## src/rtl/uart_pkg.sv

```systemverilog
// Shared types for the buffered UART transmitter: parity modes, TX FSM states
// and the smallest frame width the line side will ever send.
package uart_pkg;

  localparam int MIN_DATA_BITS = 5;

  typedef enum logic [2:0] {
    PAR_NONE  = 3'd0,
    PAR_EVEN  = 3'd1,
    PAR_ODD   = 3'd2,
    PAR_MARK  = 3'd3,
    PAR_SPACE = 3'd4
  } parity_e;

  typedef enum logic [2:0] {
    ST_IDLE,
    ST_START,
    ST_DATA,
    ST_PARITY,
    ST_STOP,
    ST_BREAK
  } tx_state_e;

endpackage

```

## src/rtl/uart_tx_buffered_if.sv

```systemverilog
// Host-side word stream into the transmitter FIFO.
// A word transfers on every clk edge where in_valid && in_ready; in_data must be
// stable while in_valid is high, and in_ready depends only on FIFO occupancy.
interface uart_tx_buffered_if #(
  parameter int DATA_BITS = 8
);
  logic                 in_valid;
  logic                 in_ready;
  logic [DATA_BITS-1:0] in_data;

  modport master (output in_valid, output in_data, input in_ready);
  modport slave  (input in_valid, input in_data, output in_ready);
endinterface

```

## src/rtl/uart_sync_fifo.sv

```systemverilog
// Single-clock FIFO with first-word-fall-through read data; full and empty come
// from an occupancy counter so the pointers may wrap freely.
module uart_sync_fifo #(
  parameter int WIDTH = 8,
  parameter int DEPTH = 16
) (
  input  logic                   clk,
  input  logic                   reset_n,
  input  logic                   push_i,
  input  logic [WIDTH-1:0]       push_data_i,
  input  logic                   pop_i,
  output logic [WIDTH-1:0]       pop_data_o,
  output logic [$clog2(DEPTH):0] level_o,
  output logic                   full_o,
  output logic                   empty_o
);
  localparam int AW = $clog2(DEPTH);

  logic [WIDTH-1:0] mem_q [DEPTH];
  logic [AW-1:0]    wr_ptr_q, rd_ptr_q;
  logic [AW:0]      level_q;
  logic             push_ok, pop_ok;

  assign full_o     = (level_q == (AW+1)'(DEPTH));
  assign empty_o    = (level_q == '0);
  assign level_o    = level_q;
  assign pop_data_o = mem_q[rd_ptr_q];
  assign push_ok    = push_i && !full_o;
  assign pop_ok     = pop_i && !empty_o;

  always_ff @(posedge clk or negedge reset_n) begin
    if (!reset_n) begin
      wr_ptr_q <= '0;
      rd_ptr_q <= '0;
      level_q  <= '0;
    end else begin
      if (push_ok) wr_ptr_q <= wr_ptr_q + 1'b1;
      if (pop_ok)  rd_ptr_q <= rd_ptr_q + 1'b1;
      unique case ({push_ok, pop_ok})
        2'b10:   level_q <= level_q + 1'b1;
        2'b01:   level_q <= level_q - 1'b1;
        default: level_q <= level_q;
      endcase
    end
  end

  always_ff @(posedge clk) begin
    if (push_ok) mem_q[wr_ptr_q] <= push_data_i;
  end

endmodule

```

## src/rtl/uart_tx_buffered.sv

```systemverilog
// Buffered UART transmitter: FIFO-fed, runtime frame format, back-to-back
// frames and line break, with all line-side state paced by baud_tick.
module uart_tx_buffered
  import uart_pkg::*;
#(
  parameter int DATA_BITS  = 8,
  parameter int FIFO_DEPTH = 16
) (
  input  logic                          clk,
  input  logic                          reset_n,
  input  logic                          baud_tick,
  uart_tx_buffered_if.slave             in_if,
  input  logic [$clog2(DATA_BITS+1)-1:0] cfg_data_len,
  input  logic [2:0]                    cfg_parity,
  input  logic                          cfg_stop2,
  input  logic                          break_req,
  output logic                          tx_pin,
  output logic                          tx_busy,
  output logic                          tx_done,
  output logic [$clog2(FIFO_DEPTH):0]   fifo_level,
  output logic                          fifo_empty,
  output tx_state_e                     dbg_state
);
  localparam int LW = $clog2(DATA_BITS+1);

  tx_state_e            state_q, state_d;
  logic [DATA_BITS-1:0] shift_q, shift_d;
  logic [LW-1:0]        idx_q, idx_d, len_q, len_d;
  logic                 has_par_q, has_par_d, par_bit_q, par_bit_d;
  logic                 stop2_q, stop2_d, stop_cnt_q, stop_cnt_d;
  logic                 pin_q, pin_d, done_q, done_d;
  logic                 fifo_full, fifo_pop, pick;
  logic [DATA_BITS-1:0] fifo_data;
  logic [LW-1:0]        cfg_len;
  parity_e              cfg_par;

  function automatic logic [LW-1:0] clamp_len(input logic [LW-1:0] len);
    if (len < LW'(MIN_DATA_BITS)) return LW'(MIN_DATA_BITS);
    if (len > LW'(DATA_BITS))     return LW'(DATA_BITS);
    return len;
  endfunction

  function automatic parity_e decode_parity(input logic [2:0] code);
    if (code > 3'd4) return PAR_NONE;
    return parity_e'(code);
  endfunction

  // Parity covers only the bits that will actually be sent.
  function automatic logic parity_bit(input logic [DATA_BITS-1:0] d,
                                      input logic [LW-1:0] len,
                                      input parity_e par);
    logic x;
    x = 1'b0;
    for (int i = 0; i < DATA_BITS; i++) begin
      if (i < int'(len)) x = x ^ d[i];
    end
    case (par)
      PAR_EVEN: return x;
      PAR_ODD:  return ~x;
      PAR_MARK: return 1'b1;
      default:  return 1'b0;
    endcase
  endfunction

  uart_sync_fifo #(.WIDTH(DATA_BITS), .DEPTH(FIFO_DEPTH)) u_fifo (
    .clk         (clk),
    .reset_n     (reset_n),
    .push_i      (in_if.in_valid),
    .push_data_i (in_if.in_data),
    .pop_i       (fifo_pop),
    .pop_data_o  (fifo_data),
    .level_o     (fifo_level),
    .full_o      (fifo_full),
    .empty_o     (fifo_empty)
  );

  assign in_if.in_ready = !fifo_full;
  assign cfg_len        = clamp_len(cfg_data_len);
  assign cfg_par        = decode_parity(cfg_parity);
  assign tx_pin         = pin_q;
  assign tx_busy        = (state_q != ST_IDLE);
  assign tx_done        = done_q;
  assign dbg_state      = state_q;

  always_comb begin
    state_d    = state_q;
    shift_d    = shift_q;
    idx_d      = idx_q;
    len_d      = len_q;
    has_par_d  = has_par_q;
    par_bit_d  = par_bit_q;
    stop2_d    = stop2_q;
    stop_cnt_d = stop_cnt_q;
    pin_d      = pin_q;
    done_d     = 1'b0;
    fifo_pop   = 1'b0;
    pick       = 1'b0;
    if (baud_tick) begin
      case (state_q)
        ST_IDLE: pick = 1'b1;
        ST_START: begin
          pin_d   = shift_q[0];
          shift_d = shift_q >> 1;
          idx_d   = '0;
          state_d = ST_DATA;
        end
        ST_DATA: begin
          if (idx_q < len_q - 1'b1) begin
            pin_d   = shift_q[0];
            shift_d = shift_q >> 1;
            idx_d   = idx_q + 1'b1;
          end else if (has_par_q) begin
            pin_d   = par_bit_q;
            state_d = ST_PARITY;
          end else begin
            pin_d      = 1'b1;
            stop_cnt_d = 1'b0;
            state_d    = ST_STOP;
          end
        end
        ST_PARITY: begin
          pin_d      = 1'b1;
          stop_cnt_d = 1'b0;
          state_d    = ST_STOP;
        end
        ST_STOP: begin
          if (stop2_q && !stop_cnt_q) begin
            pin_d      = 1'b1;
            stop_cnt_d = 1'b1;
          end else begin
            done_d = 1'b1;
            pick   = 1'b1;
          end
        end
        ST_BREAK: begin
          if (!break_req) begin
            pin_d   = 1'b1;
            state_d = ST_IDLE;
          end else begin
            pin_d = 1'b0;
          end
        end
        default: state_d = ST_IDLE;
      endcase
      // Break outranks queued data, so a held break_req waits for the frame end.
      if (pick) begin
        if (break_req) begin
          pin_d   = 1'b0;
          state_d = ST_BREAK;
        end else if (!fifo_empty) begin
          fifo_pop  = 1'b1;
          pin_d     = 1'b0;
          state_d   = ST_START;
          shift_d   = fifo_data;
          len_d     = cfg_len;
          has_par_d = (cfg_par != PAR_NONE);
          par_bit_d = parity_bit(fifo_data, cfg_len, cfg_par);
          stop2_d   = cfg_stop2;
        end else begin
          pin_d   = 1'b1;
          state_d = ST_IDLE;
        end
      end
    end
  end

  always_ff @(posedge clk or negedge reset_n) begin
    if (!reset_n) begin
      state_q    <= ST_IDLE;
      shift_q    <= '0;
      idx_q      <= '0;
      len_q      <= LW'(MIN_DATA_BITS);
      has_par_q  <= 1'b0;
      par_bit_q  <= 1'b0;
      stop2_q    <= 1'b0;
      stop_cnt_q <= 1'b0;
      pin_q      <= 1'b1;
      done_q     <= 1'b0;
    end else begin
      state_q    <= state_d;
      shift_q    <= shift_d;
      idx_q      <= idx_d;
      len_q      <= len_d;
      has_par_q  <= has_par_d;
      par_bit_q  <= par_bit_d;
      stop2_q    <= stop2_d;
      stop_cnt_q <= stop_cnt_d;
      pin_q      <= pin_d;
      done_q     <= done_d;
    end
  end

endmodule

```

## src/flat_wrapper.sv

```systemverilog
// flat-port wrapper written by rule: the top's interface ports become plain ports
module uart_tx_buffered_flat import uart_pkg::*;
#(
  parameter int DATA_BITS  = 8,
  parameter int FIFO_DEPTH = 16
)
  (clk, reset_n, baud_tick, cfg_data_len, cfg_parity, cfg_stop2, break_req, tx_pin, tx_busy, tx_done, fifo_level, fifo_empty, dbg_state, in_if_in_valid, in_if_in_data, in_if_in_ready);
  uart_tx_buffered_if #(.DATA_BITS(DATA_BITS)) in_if_i ();
  input  logic clk;
  input  logic reset_n;
  input  logic baud_tick;
  input  logic [$clog2(DATA_BITS+1)-1:0] cfg_data_len;
  input  logic [2:0] cfg_parity;
  input  logic cfg_stop2;
  input  logic break_req;
  output logic tx_pin;
  output logic tx_busy;
  output logic tx_done;
  output logic [$clog2(FIFO_DEPTH):0] fifo_level;
  output logic fifo_empty;
  output tx_state_e dbg_state;
  input wire logic [$bits(in_if_i.in_valid)-1:0] in_if_in_valid;
  input wire logic [$bits(in_if_i.in_data)-1:0] in_if_in_data;
  output wire logic [$bits(in_if_i.in_ready)-1:0] in_if_in_ready;
  assign in_if_i.in_valid = in_if_in_valid;
  assign in_if_i.in_data = in_if_in_data;
  assign in_if_in_ready = in_if_i.in_ready;
  uart_tx_buffered #(.DATA_BITS(DATA_BITS), .FIFO_DEPTH(FIFO_DEPTH)) u_core (.clk(clk), .reset_n(reset_n), .baud_tick(baud_tick), .in_if(in_if_i), .cfg_data_len(cfg_data_len), .cfg_parity(cfg_parity), .cfg_stop2(cfg_stop2), .break_req(break_req), .tx_pin(tx_pin), .tx_busy(tx_busy), .tx_done(tx_done), .fifo_level(fifo_level), .fifo_empty(fifo_empty), .dbg_state(dbg_state));
endmodule
```

## config.mk

```make
export PLATFORM = sky130hd
export DESIGN_NAME = uart_tx_buffered_flat
export DESIGN_NICKNAME = d
export VERILOG_FILES = /design/src/rtl/uart_pkg.sv /design/src/rtl/uart_tx_buffered_if.sv /design/src/rtl/uart_sync_fifo.sv /design/src/rtl/uart_tx_buffered.sv /design/src/flat_wrapper.sv
export SDC_FILE = /design/constraint.sdc
export NUM_CORES = 1
export LEC_CHECK = 0
export ABC_CLOCK_PERIOD_IN_PS = 5900
export CAP_MARGIN = 15
export CORE_MARGIN = 2
export CORE_UTILIZATION = 60
export DETAILED_ROUTE_END_ITERATION = 12
export PLACE_DENSITY = 0.79
export SKIP_CTS_REPAIR_TIMING = 1
export SYNTH_ARGS = -nofsm -noshare
export SYNTH_HDL_FRONTEND = slang
export SYNTH_SLANG_ARGS = --single-unit
```

## constraint.sdc

```tcl
create_clock -name clk -period 5.9 [get_ports clk]
set_input_delay 0.885 -clock clk [delete_from_list [all_inputs] [get_ports clk]]
set_output_delay 0.885 -clock clk [all_outputs]
set_load 0.01 [all_outputs]
```

==> flow_metrics.tcl <==
set metrics [dict create \
    status "finished, violations left" \
    violations "design-rule violations" \
    tns_ns 0 \
    synth-seq-cells 166 \
    worstReg2RegEnd "u_core.par_bit_q" \
    cts_buffer_depth 2 \
    syn_inst 487 \
    synth_flop_cell "edfxtp_1" \
    power_leakage_nw 3.019 \
    worstPathBufferInverterCount 0 \
    drtPass1Iterations 9 \
    rsz0062_at_grt "no" \
    period_share_pct 61.67 \
    core_sq_mm 0.01152 \
    area_growth_pct 14.33 \
    num_rows 39 \
    ys_async_sr_fraction_pct 22.89 \
    worstMarginPinSlew_ns 1.045 \
    grt.overflow.total 0 \
    drc 1 \
    vias 4108 \
    cts_inserted_buffers 17 \
    pin_count 34 \
    synth.distinct_cells 45 \
    start_util_pct 62.17 \
    yosys_warnings 0 \
    vdd_drop_max_uv 370.4 \
    r2r-start "u_core.u_fifo.rd_ptr_q[1]" \
    die_area_sq_mm 0.01282 \
    max_clock_freq_mhz 274.8 \
    grt_pass1_vias 4141 \
    synth_top_area_cell "edfxtp_1" \
    reg2regPathDepth 9 \
    clock_skew_ns 0.008404 \
    period_minus_slack_ns 3.639 \
    final_cell_mix "128 x edfxtp_1, 44 x nand2_1, 34 x nor2_1, 34 x dfrtp_1, 32 x clkdlybuf4s50_1" \
    final_common_cell "edfxtp_1" \
    synth_area_per_cell_sq_um 14.70 \
    root_buffer "clkbuf_16" \
    cp-end-kind "register" \
    cpMaxStageDelayCell "nor2b_1" \
    grt_pass1_wl_microns 22430 \
    ant_nets 0 \
    cp-start-kind "register" \
    hold_depth 2 \
    cts_tree "yes" \
    slowest_delay_ns 0.98 \
    hpwlAfterDp_microns 9352 \
    htreeDepth 4 \
    grt_max_degree 39 \
    cap_violations 0 \
    worstPathMaxFanout 22 \
    critPathKind "reg2reg" \
    arrival_ns 3.95 \
    path_cells "nor2b_1 -> a221oi_1 -> a22oi_1 -> nand2_1 -> xor2_1 -> xnor2_1 -> xnor3_1 -> mux2i_1 -> a21o_1" \
    antenna_found_initial 0 \
    clkSinkCount 166 \
    worstPathRequired_ns 6.21 \
    track_usage_pct 23.37 \
    vias_per_cell 6.068 \
    netlist.area_leader.share_pct 53.69 \
    setup_violations 0 \
    min_to "u_core.stop2_q" \
    place_area_sq_mm 0.007567 \
    slew_violations 0 \
    synth_edf_count 128 \
    power_per_cell_area_mw_per_mm2 512.2 \
    critical_path.top_delay_family "simple AND/OR/NAND/NOR gates" \
    fin_area_sq_mm 0.008185 \
    fp.dieW_microns 113.2 \
    wl_per_cell_microns 20.25 \
    yosysSeqAreaShare_pct 67.02 \
    fin_nets 557 \
    synth_area_sq_mm 0.007159 \
    r2r_slack_ns 2.26 \
    final_hold_viol_count 0 \
    synth_fp_nets 523 \
    die_h_microns 113.2 \
    layout-drive-gt1-share_pct 11.80 \
    synth_area_leaders "edfxtp_1 54%, dfrtp_1 12%, mux4_2 4.7%" \
    slew_headroom_pct 30.36 \
    port_buffers 33 \
    min-delay-path-class "reg2reg" \
    drt_iter0_drc 376 \
    min-delay-start "u_core.stop2_q" \
    gp_congestion 0.8560 \
    insertion_delay_ns 0.43 \
    cts.clk_slew.worst_paths_ns 0.06 \
    antenna_cells 0 \
    finalWirelength_microns 13710 \
]
==> stage by stage <==
step                cells  utilization [%]  hold WS (ns)  total power [mW]  worst slack, ns
CTS                   675            70.99        0.4767             4.218            2.227
global route          677            71.08        0.5136             4.411            2.022
global placement      643            65.71        0.4609             3.048            1.983
detailed placement    643            65.71        0.4614             3.109            1.904
finish                677            71.08        0.4748             4.193            2.261
floorplan             487                -        0.4379             2.715            2.509
==> worst max path at each step <==
stage | startpoint | to | slack [ns] | depth (start not counted)
2_1_floorplan | break_req | u_core.u_fifo.level_o[4] | 2.51 | 14
3_3_place_gp | break_req | u_core.u_fifo.level_o[4] | 1.98 | 13
3_5_place_dp | break_req | u_core.u_fifo.level_o[4] | 1.90 | 13
4_1_cts | u_core.u_fifo.rd_ptr_q[1] | u_core.par_bit_q | 2.23 | 9
5_1_grt | u_core.u_fifo.rd_ptr_q[1] | u_core.par_bit_q | 2.02 | 9
6_report | u_core.u_fifo.rd_ptr_q[1] | u_core.par_bit_q | 2.26 | 9
==> flip-flops by register name (all words and copies together), names as in the netlist <==
register	cells
u_core.stop2_q	1
u_core.has_par_q	1
u_core.u_fifo.rd_ptr_q	4
u_core.stop_cnt_q	1
u_core.len_q	4
u_core.idx_q	4
u_core.par_bit_q	1
u_core.u_fifo.wr_ptr_q	4
u_core.dbg_state	3
u_core.shift_q	8
u_core.tx_done	1
u_core.tx_pin	1
u_core.u_fifo.mem_q	128
u_core.u_fifo.level_o	5
==> final cells by class <==
cell class,instances,area [sq um]
Sequential cell,166,4800
Fill cell,749,3331
Inverter,16,60.06
Clock inverter,9,76.32
Multi-Input combinational cell,282,2181
Clock buffer,23,531.8
Timing Repair Buffer,38,357.8
Tap cell,143,178.9
==> cell usage after synthesis, types with 4 or more instances <==
master / n
mux2i_1: 26
a221oi_1: 12
mux2_2: 5
xor2_1: 6
nand2b_1: 6
nor2b_1: 5
a21oi_1: 18
nor2_1: 34
edfxtp_1: 128
mux4_1: 4
o22ai_1: 8
o21ai_0: 28
nor3_1: 7
ha_1: 14
mux4_2: 15
inv_1: 14
dfrtp_1: 35
clkbuf_1: 13
nand2_1: 44
xnor2_1: 13
a22oi_1: 6
==> layer usage <==
layer	global-route usage, %	vias up	share of wire (%)
met3	4.928	19	4.7
met2	38.76	113	52
met4	8.537	0	1.7
met5	0	-	0
li1	-	1916	-
met1	30.95	2060	42
==> logic make-up after synthesis <==
kind of cell,synth area share [%]
compound gates,7.812
xor+xnor,2.639
fa+ha+maj,2.726
buf+inv,2.516
flops,67.02
mux,10.61
simple gates,6.676
==> where the power goes <==
group          internal [mW]  total [mW]  switching (mW)  leakage [nW]
registers               1.47        1.72           0.245          1.62
clock network          0.646        1.10           0.457         0.300
logic                  0.677        1.37           0.695          1.10
total                   2.80        4.19            1.40          3.02
==> worst min-delay path, delay by kind of cell, from the launching register on <==
kind / cells / cell delay, ns
flip-flops: 1 / 0.33
AND/OR/NAND/NOR: 2 / 0.11
Power figures use the tool's default switching activity.
